**src/rtl/pipe_stall_ctrl_pkg.sv**
```systemverilog
// rtl/pipe_stall_ctrl_pkg.sv - shared stall vector codes, sequencer states and default widths
package pipe_stall_ctrl_pkg;

  localparam int CNT_W_DEF   = 6;
  localparam int STALL_W_DEF = 6;

  // bit k stalls register k: [0]=PC [1]=IF/ID [2]=ID/EX [3]=EX/MEM [4]=MEM/WB [5]=WB
  localparam logic [5:0] STALL_NONE = 6'b000000;
  localparam logic [5:0] STALL_IF   = 6'b000011;
  localparam logic [5:0] STALL_ID   = 6'b000111;
  localparam logic [5:0] STALL_EX   = 6'b001111;
  localparam logic [5:0] STALL_MEM  = 6'b011111;

  typedef enum logic [1:0] {
    MC_IDLE = 2'd0,
    MC_BUSY = 2'd1,
    MC_DONE = 2'd2
  } mc_state_t;

endpackage

```
**src/rtl/pipe_stall_ctrl_mc_seq.sv**
```systemverilog
// rtl/pipe_stall_ctrl_mc_seq.sv - multi-cycle EX sequencer: down-counter FSM producing the EX stall request
module pipe_stall_ctrl_mc_seq
  import pipe_stall_ctrl_pkg::*;
#(
  parameter int CNT_W = CNT_W_DEF
) (
  input  logic             clk,
  input  logic             rst,
  input  logic             ex_start_i,
  input  logic [CNT_W-1:0] ex_cycles_i,
  input  logic             mem_stallreq_i,
  input  logic             flush_i,
  output logic             mc_stallreq,
  output logic             ex_busy_o,
  output logic             ex_done_o
);

  mc_state_t        state;
  logic [CNT_W-1:0] cnt;
  logic             busy_q;
  logic             done_q;
  logic             mc_start;

  // The start cycle already stalls, so the counter is loaded with N-1.
  assign mc_start    = (state == MC_IDLE) && ex_start_i && (ex_cycles_i != '0) && !flush_i;
  assign mc_stallreq = mc_start || (state == MC_BUSY);
  assign ex_busy_o   = busy_q;
  assign ex_done_o   = done_q && !flush_i;

  always_ff @(posedge clk or negedge rst) begin
    if (!rst) begin
      state  <= MC_IDLE;
      cnt    <= '0;
      busy_q <= 1'b0;
      done_q <= 1'b0;
    end else if (flush_i) begin
      state  <= MC_IDLE;
      cnt    <= '0;
      busy_q <= 1'b0;
      done_q <= 1'b0;
    end else begin
      case (state)
        MC_IDLE: begin
          if (mc_start) begin
            cnt <= ex_cycles_i - 1'b1;
            if (ex_cycles_i == CNT_W'(1)) begin
              state  <= MC_DONE;
              done_q <= 1'b1;
            end else begin
              state  <= MC_BUSY;
              busy_q <= 1'b1;
            end
          end
        end
        // Keeps counting under a MEM stall: the EX unit is still computing.
        MC_BUSY: begin
          cnt <= cnt - 1'b1;
          if (cnt == CNT_W'(1)) begin
            state  <= MC_DONE;
            busy_q <= 1'b0;
            done_q <= 1'b1;
          end
        end
        MC_DONE: begin
          if (!mem_stallreq_i) begin
            state  <= MC_IDLE;
            done_q <= 1'b0;
          end
        end
        default: begin
          state  <= MC_IDLE;
          cnt    <= '0;
          busy_q <= 1'b0;
          done_q <= 1'b0;
        end
      endcase
    end
  end

endmodule

```
**src/rtl/pipe_stall_ctrl.sv**
```systemverilog
// rtl/pipe_stall_ctrl.sv - pipeline stall/flush controller: priority stall merge, multi-cycle EX sequencing
// Optional stall performance counter enabled by STALL_PERF_CNT_EN.
module pipe_stall_ctrl
  import pipe_stall_ctrl_pkg::*;
#(
  parameter int CNT_W   = CNT_W_DEF,
  parameter int STALL_W = STALL_W_DEF
) (
  input  logic               clk,
  input  logic               rst,
  input  logic               if_stallreq_i,
  input  logic               id_stallreq_i,
  input  logic               ex_start_i,
  input  logic [CNT_W-1:0]   ex_cycles_i,
  input  logic               mem_stallreq_i,
  input  logic               flush_i,
  output logic [STALL_W-1:0] stall_o,
  output logic               ex_busy_o,
  output logic               ex_done_o,
  output logic [31:0]        stall_cycles_o
);

  logic               mc_stallreq;
  logic [STALL_W-1:0] stall_merged;

  pipe_stall_ctrl_mc_seq #(
    .CNT_W (CNT_W)
  ) u_mc_seq (
    .clk            (clk),
    .rst            (rst),
    .ex_start_i     (ex_start_i),
    .ex_cycles_i    (ex_cycles_i),
    .mem_stallreq_i (mem_stallreq_i),
    .flush_i        (flush_i),
    .mc_stallreq    (mc_stallreq),
    .ex_busy_o      (ex_busy_o),
    .ex_done_o      (ex_done_o)
  );

  // Deepest requesting stage wins; flush cancels every stall.
  always_comb begin
    stall_merged = STALL_NONE;
    if (flush_i)             stall_merged = STALL_NONE;
    else if (mem_stallreq_i) stall_merged = STALL_MEM;
    else if (mc_stallreq)    stall_merged = STALL_EX;
    else if (id_stallreq_i)  stall_merged = STALL_ID;
    else if (if_stallreq_i)  stall_merged = STALL_IF;
  end

  assign stall_o = rst ? stall_merged : STALL_NONE;

`ifdef STALL_PERF_CNT_EN
  logic [31:0] stall_cnt;

  always_ff @(posedge clk or negedge rst) begin
    if (!rst) begin
      stall_cnt <= '0;
    end else if (stall_o[0] && (stall_cnt != 32'hFFFF_FFFF)) begin
      stall_cnt <= stall_cnt + 32'd1;
    end
  end

  assign stall_cycles_o = stall_cnt;
`else
  assign stall_cycles_o = 32'h0;
`endif

endmodule

```
**config.mk**
```make
export PLATFORM = sky130hd
export DESIGN_NAME = pipe_stall_ctrl
export DESIGN_NICKNAME = d
export VERILOG_FILES = /design/src/rtl/pipe_stall_ctrl_pkg.sv /design/src/rtl/pipe_stall_ctrl_mc_seq.sv /design/src/rtl/pipe_stall_ctrl.sv
export SDC_FILE = /design/constraint.sdc
export NUM_CORES = 1
export LEC_CHECK = 0
export ABC_CLOCK_PERIOD_IN_PS = 3250
export CAP_MARGIN = 0
export CORE_ASPECT_RATIO = 0.6
export CORE_MARGIN = 2
export CORE_UTILIZATION = 43
export CTS_CLUSTER_SIZE = 10
export DETAILED_ROUTE_END_ITERATION = 6
export GPL_ROUTABILITY_DRIVEN = 0
export GPL_TIMING_DRIVEN = 0
export PLACE_DENSITY = 0.9
export REMOVE_ABC_BUFFERS = 1
export SLEW_MARGIN = 20
export SYNTH_ARGS = -nofsm -noshare
export SYNTH_HDL_FRONTEND = slang
export SYNTH_SLANG_ARGS = --single-unit
```
**constraint.sdc**
```tcl
create_clock -name clk -period 3.25 [get_ports clk]
set_input_delay 0.4875 -clock clk [delete_from_list [all_inputs] [get_ports clk]]
set_output_delay 0.4875 -clock clk [all_outputs]
set_load 0.005 [all_outputs]
```
==> qor.yml <==
run_status:
  outcome: "finished, final reports clean"
synth:
  synth_ff_type: "dfrtp_1"
  ys_types: 40
  synth_edf_count: 0
  ys_warn_count: 0
  ys_seq_elements: 10
  synthCells: 130
  syn_area_sq_um: 1070
  ys_seq_area_share_pct: 23.3
  async_flop_share_pct: 100
  avgSynthCellArea_sq_um: 8.25
layout:
  multi_input_area_sq_um: 637
  layout_common_cells: "conb_1 (33), clkdlybuf4s50_1 (19), nand2_1 (10), dfrtp_1 (10)"
  final_common_cell: "conb_1"
  regArea_sq_um: 250
  drive_above_1_share_pct: 6.12
  final_area_sq_um: 1200
  fill_cells: 214
  nNetsFinal: 165
  antenna_cells: 0
  area_delta_synth_final_pct: 11.6
power_and_ir_drop:
  intPower_w: 0.000339
  p_clk_share_pct: 30.6
  powerDensity_nw_per_um2: 428
  swShare_pct: 33.7
  power_frac_seq_pct: 34.9
  ir_drop_mv: 0.135
  power_leakage_nw: 0.544
  netSwitchingPower_w: 0.000173
  power_w: 0.000512
  comb_power_share_pct: 34.5
setup_path:
  path_cells: "clkdlybuf4s50_1 > inv_1 > ha_1 > inv_2 > o41ai_4 > o21ai_1 > o21a_1 > clkdlybuf4s50_1"
  reg2reg_depth: 4
  start_kind: "input port"
  required_ns: 2.76
  slowest_delay_ns: 0.48
  cpLargestDelayFamily: "buffers and inverters"
  cp_max_fo: 7
  cpMostUsedCell: "clkdlybuf4s50_1"
  worstPathArrival_ns: 2.59
  path_class: "input port to output pin"
  cp_num_buf_inv: 4
  cp.depth: 8
  slowest_stage: "clkdlybuf4s50_1"
  crit_path_end_kind: "output pin"
placed_design:
  place_hpwl_mm: 1.77
  placement.setup.worst_slack_ns: 0.101
  place_area_sq_um: 1140
  portBuffers: 19
floorplan:
  rows: 13
  core-area_sq_um: 2260
  initial_core_util_pct: 47.4
  die_width_microns: 68.5
  die_h_microns: 42.7
  pin_count: 53
  die_area_sq_um: 2920
global_route:
  grt_pass1_wl_mm: 3.49
  grt_use_total_pct: 16.2
  overflow: 0
  grt_pass1_vias: 786
  antenna_found_initial: 0
  grt_max_degree: 19
clock_network:
  h-tree-depth: 1
  cts_hold_buffers: 0
  ctsResizeCount: 0
  cts_tree: "built"
  cts_buffers: 3
  clk_pin_slew_worst_paths_ns: 0.05
  cts_setup_buffers: 0
  cts_num_sinks: 10
  cts_buffer_depth: 2
  clock_latency_ns: 0.24
  cts_root_buf: "clkbuf_8"
routing:
  vias: 844
  drc_errors: 0
  drt_iter0_drc: 42
  vias_per_cell: 4.77
  firstDrtPassIters: 4
  wl_per_cell_microns: 12.2
  drtAntennaViolNets: 0
  wl_mm: 2.16
worst_hold_path:
  hold_class: "flip-flop to flip-flop"
  hold_depth: 1
sta:
  tightest_slew_ns: 0.583
  finalHoldViolCount: 0
  fin_setup_tns_ns: 0
  rsz0062_at_grt: "false"
  setup_slack_ns: 0.175
  fin_crit_sh_pct: 94.6
  clock.fmax_ghz: 0.325
  maxSlewViolCount: 0
  relSlewSlack_pct: 61.1
  setup_violations: 0
  period_needed_ns: 3.08
  skew_ns: 0.00138
job:
  maxCapViolations: 0
-- stage by stage --
step | hold WS [ns] | util (%) | cells
floorplan | 0.192 | - | 124
finish | 0.501 | 52.9 | 177
global placement | 0.489 | 50.5 | 173
CTS | 0.498 | 52.9 | 177
global route | 0.536 | 52.9 | 177
detailed placement | 0.484 | 50.5 | 173
-- layout make-up --
cell class | instances | share of cell area, %
Multi-Input combinational cell | 107 | 53.2
Clock buffer | 4 | 4.60
Timing Repair Buffer | 19 | 15.9
Sequential cell | 10 | 20.9
Tap cell | 30 | 3.14
Inverter | 7 | 2.20
-- state kept, by name, indices dropped and copies added (netlist names) --
register and count:
u_mc_seq.state 2, u_mc_seq.cnt 6, u_mc_seq.done_q 1, u_mc_seq.ex_busy_o 1
-- power groups by stage --
| stage | combinational [W] | clock (W) | sequential [W] |
|---|---|---|---|
| after global placement | 0.000167 | 0 | 0.000177 |
| after detailed placement | 0.000175 | 0 | 0.000180 |
| final | 0.000177 | 0.000157 | 0.000179 |
| after CTS | 0.000176 | 0.000158 | 0.000178 |
| after global routing | 0.000198 | 0.000167 | 0.000182 |
| after floorplan | 0.000118 | 0 | 0.000171 |
-- cell families after synthesis --
family / Yosys count / share of synthesized area, %
XOR/XNOR: 7 / 5.72
AO/OA/AOI/OAI: 21 / 15.1
flip-flops: 10 / 23.3
AND/OR/NAND/NOR: 41 / 21.5
other: 1 / 0.350
buffers and inverters: 45 / 28.5
multiplexers: 1 / 0.934
adder cells (fa/ha/maj): 4 / 4.67
-- worst reg2reg max path, cell delays in order (launching register included) --
cell and delay, ns:
dfrtp_1 0.71, nor2_1 0.15, o21a_1 0.26, or4_1 0.50, nand2_1 0.07
-- cell usage after synthesis, types with 2 or more instances --
library cell,n,area [sq um]
nor4_1,3,18.8
xnor2_1,5,43.8
xor2_1,2,17.5
nor3b_1,2,15.0
ha_1,4,50.1
clkbuf_1,2,7.51
dfrtp_1,10,250
buf_4,34,255
a21oi_1,4,20.0
and2_1,2,12.5
o21ai_1,4,20.0
nor2b_1,4,25.0
nor3_1,6,30.0
a211oi_1,2,15.0
o21a_1,3,22.5
inv_1,6,22.5
nor2_1,5,18.8
nand2_1,10,37.5
-- final timing paths --
| kind | start | slack (ns) | end |
|---|---|---|---|
| setup / recovery | ex_cycles_i[0] | 0.17 | stall_o[1] |
| hold / removal | u_mc_seq.ex_busy_o | 0.50 | u_mc_seq.ex_busy_o |
| setup reg to reg | u_mc_seq.state[0] | 1.50 | u_mc_seq.cnt[5] |
| hold reg to reg | u_mc_seq.ex_busy_o | 0.50 | u_mc_seq.ex_busy_o |
| max in group asynchronous | rst | 2.36 | u_mc_seq.cnt[1] |
| min in group asynchronous | rst | 0.57 | u_mc_seq.done_q |
-- metal layers --
metal / routed length, microns / part of all wire (%) / GRT usage [%]
met1: 894 / 41 / 21.0
met2: 1020 / 48 / 25.8
met3: 178 / 8.3 / 2.65
met4: 57 / 2.6 / 8.00
met5: 0 / 0 / 0
Note: power is estimated with default switching activity, not from simulation.
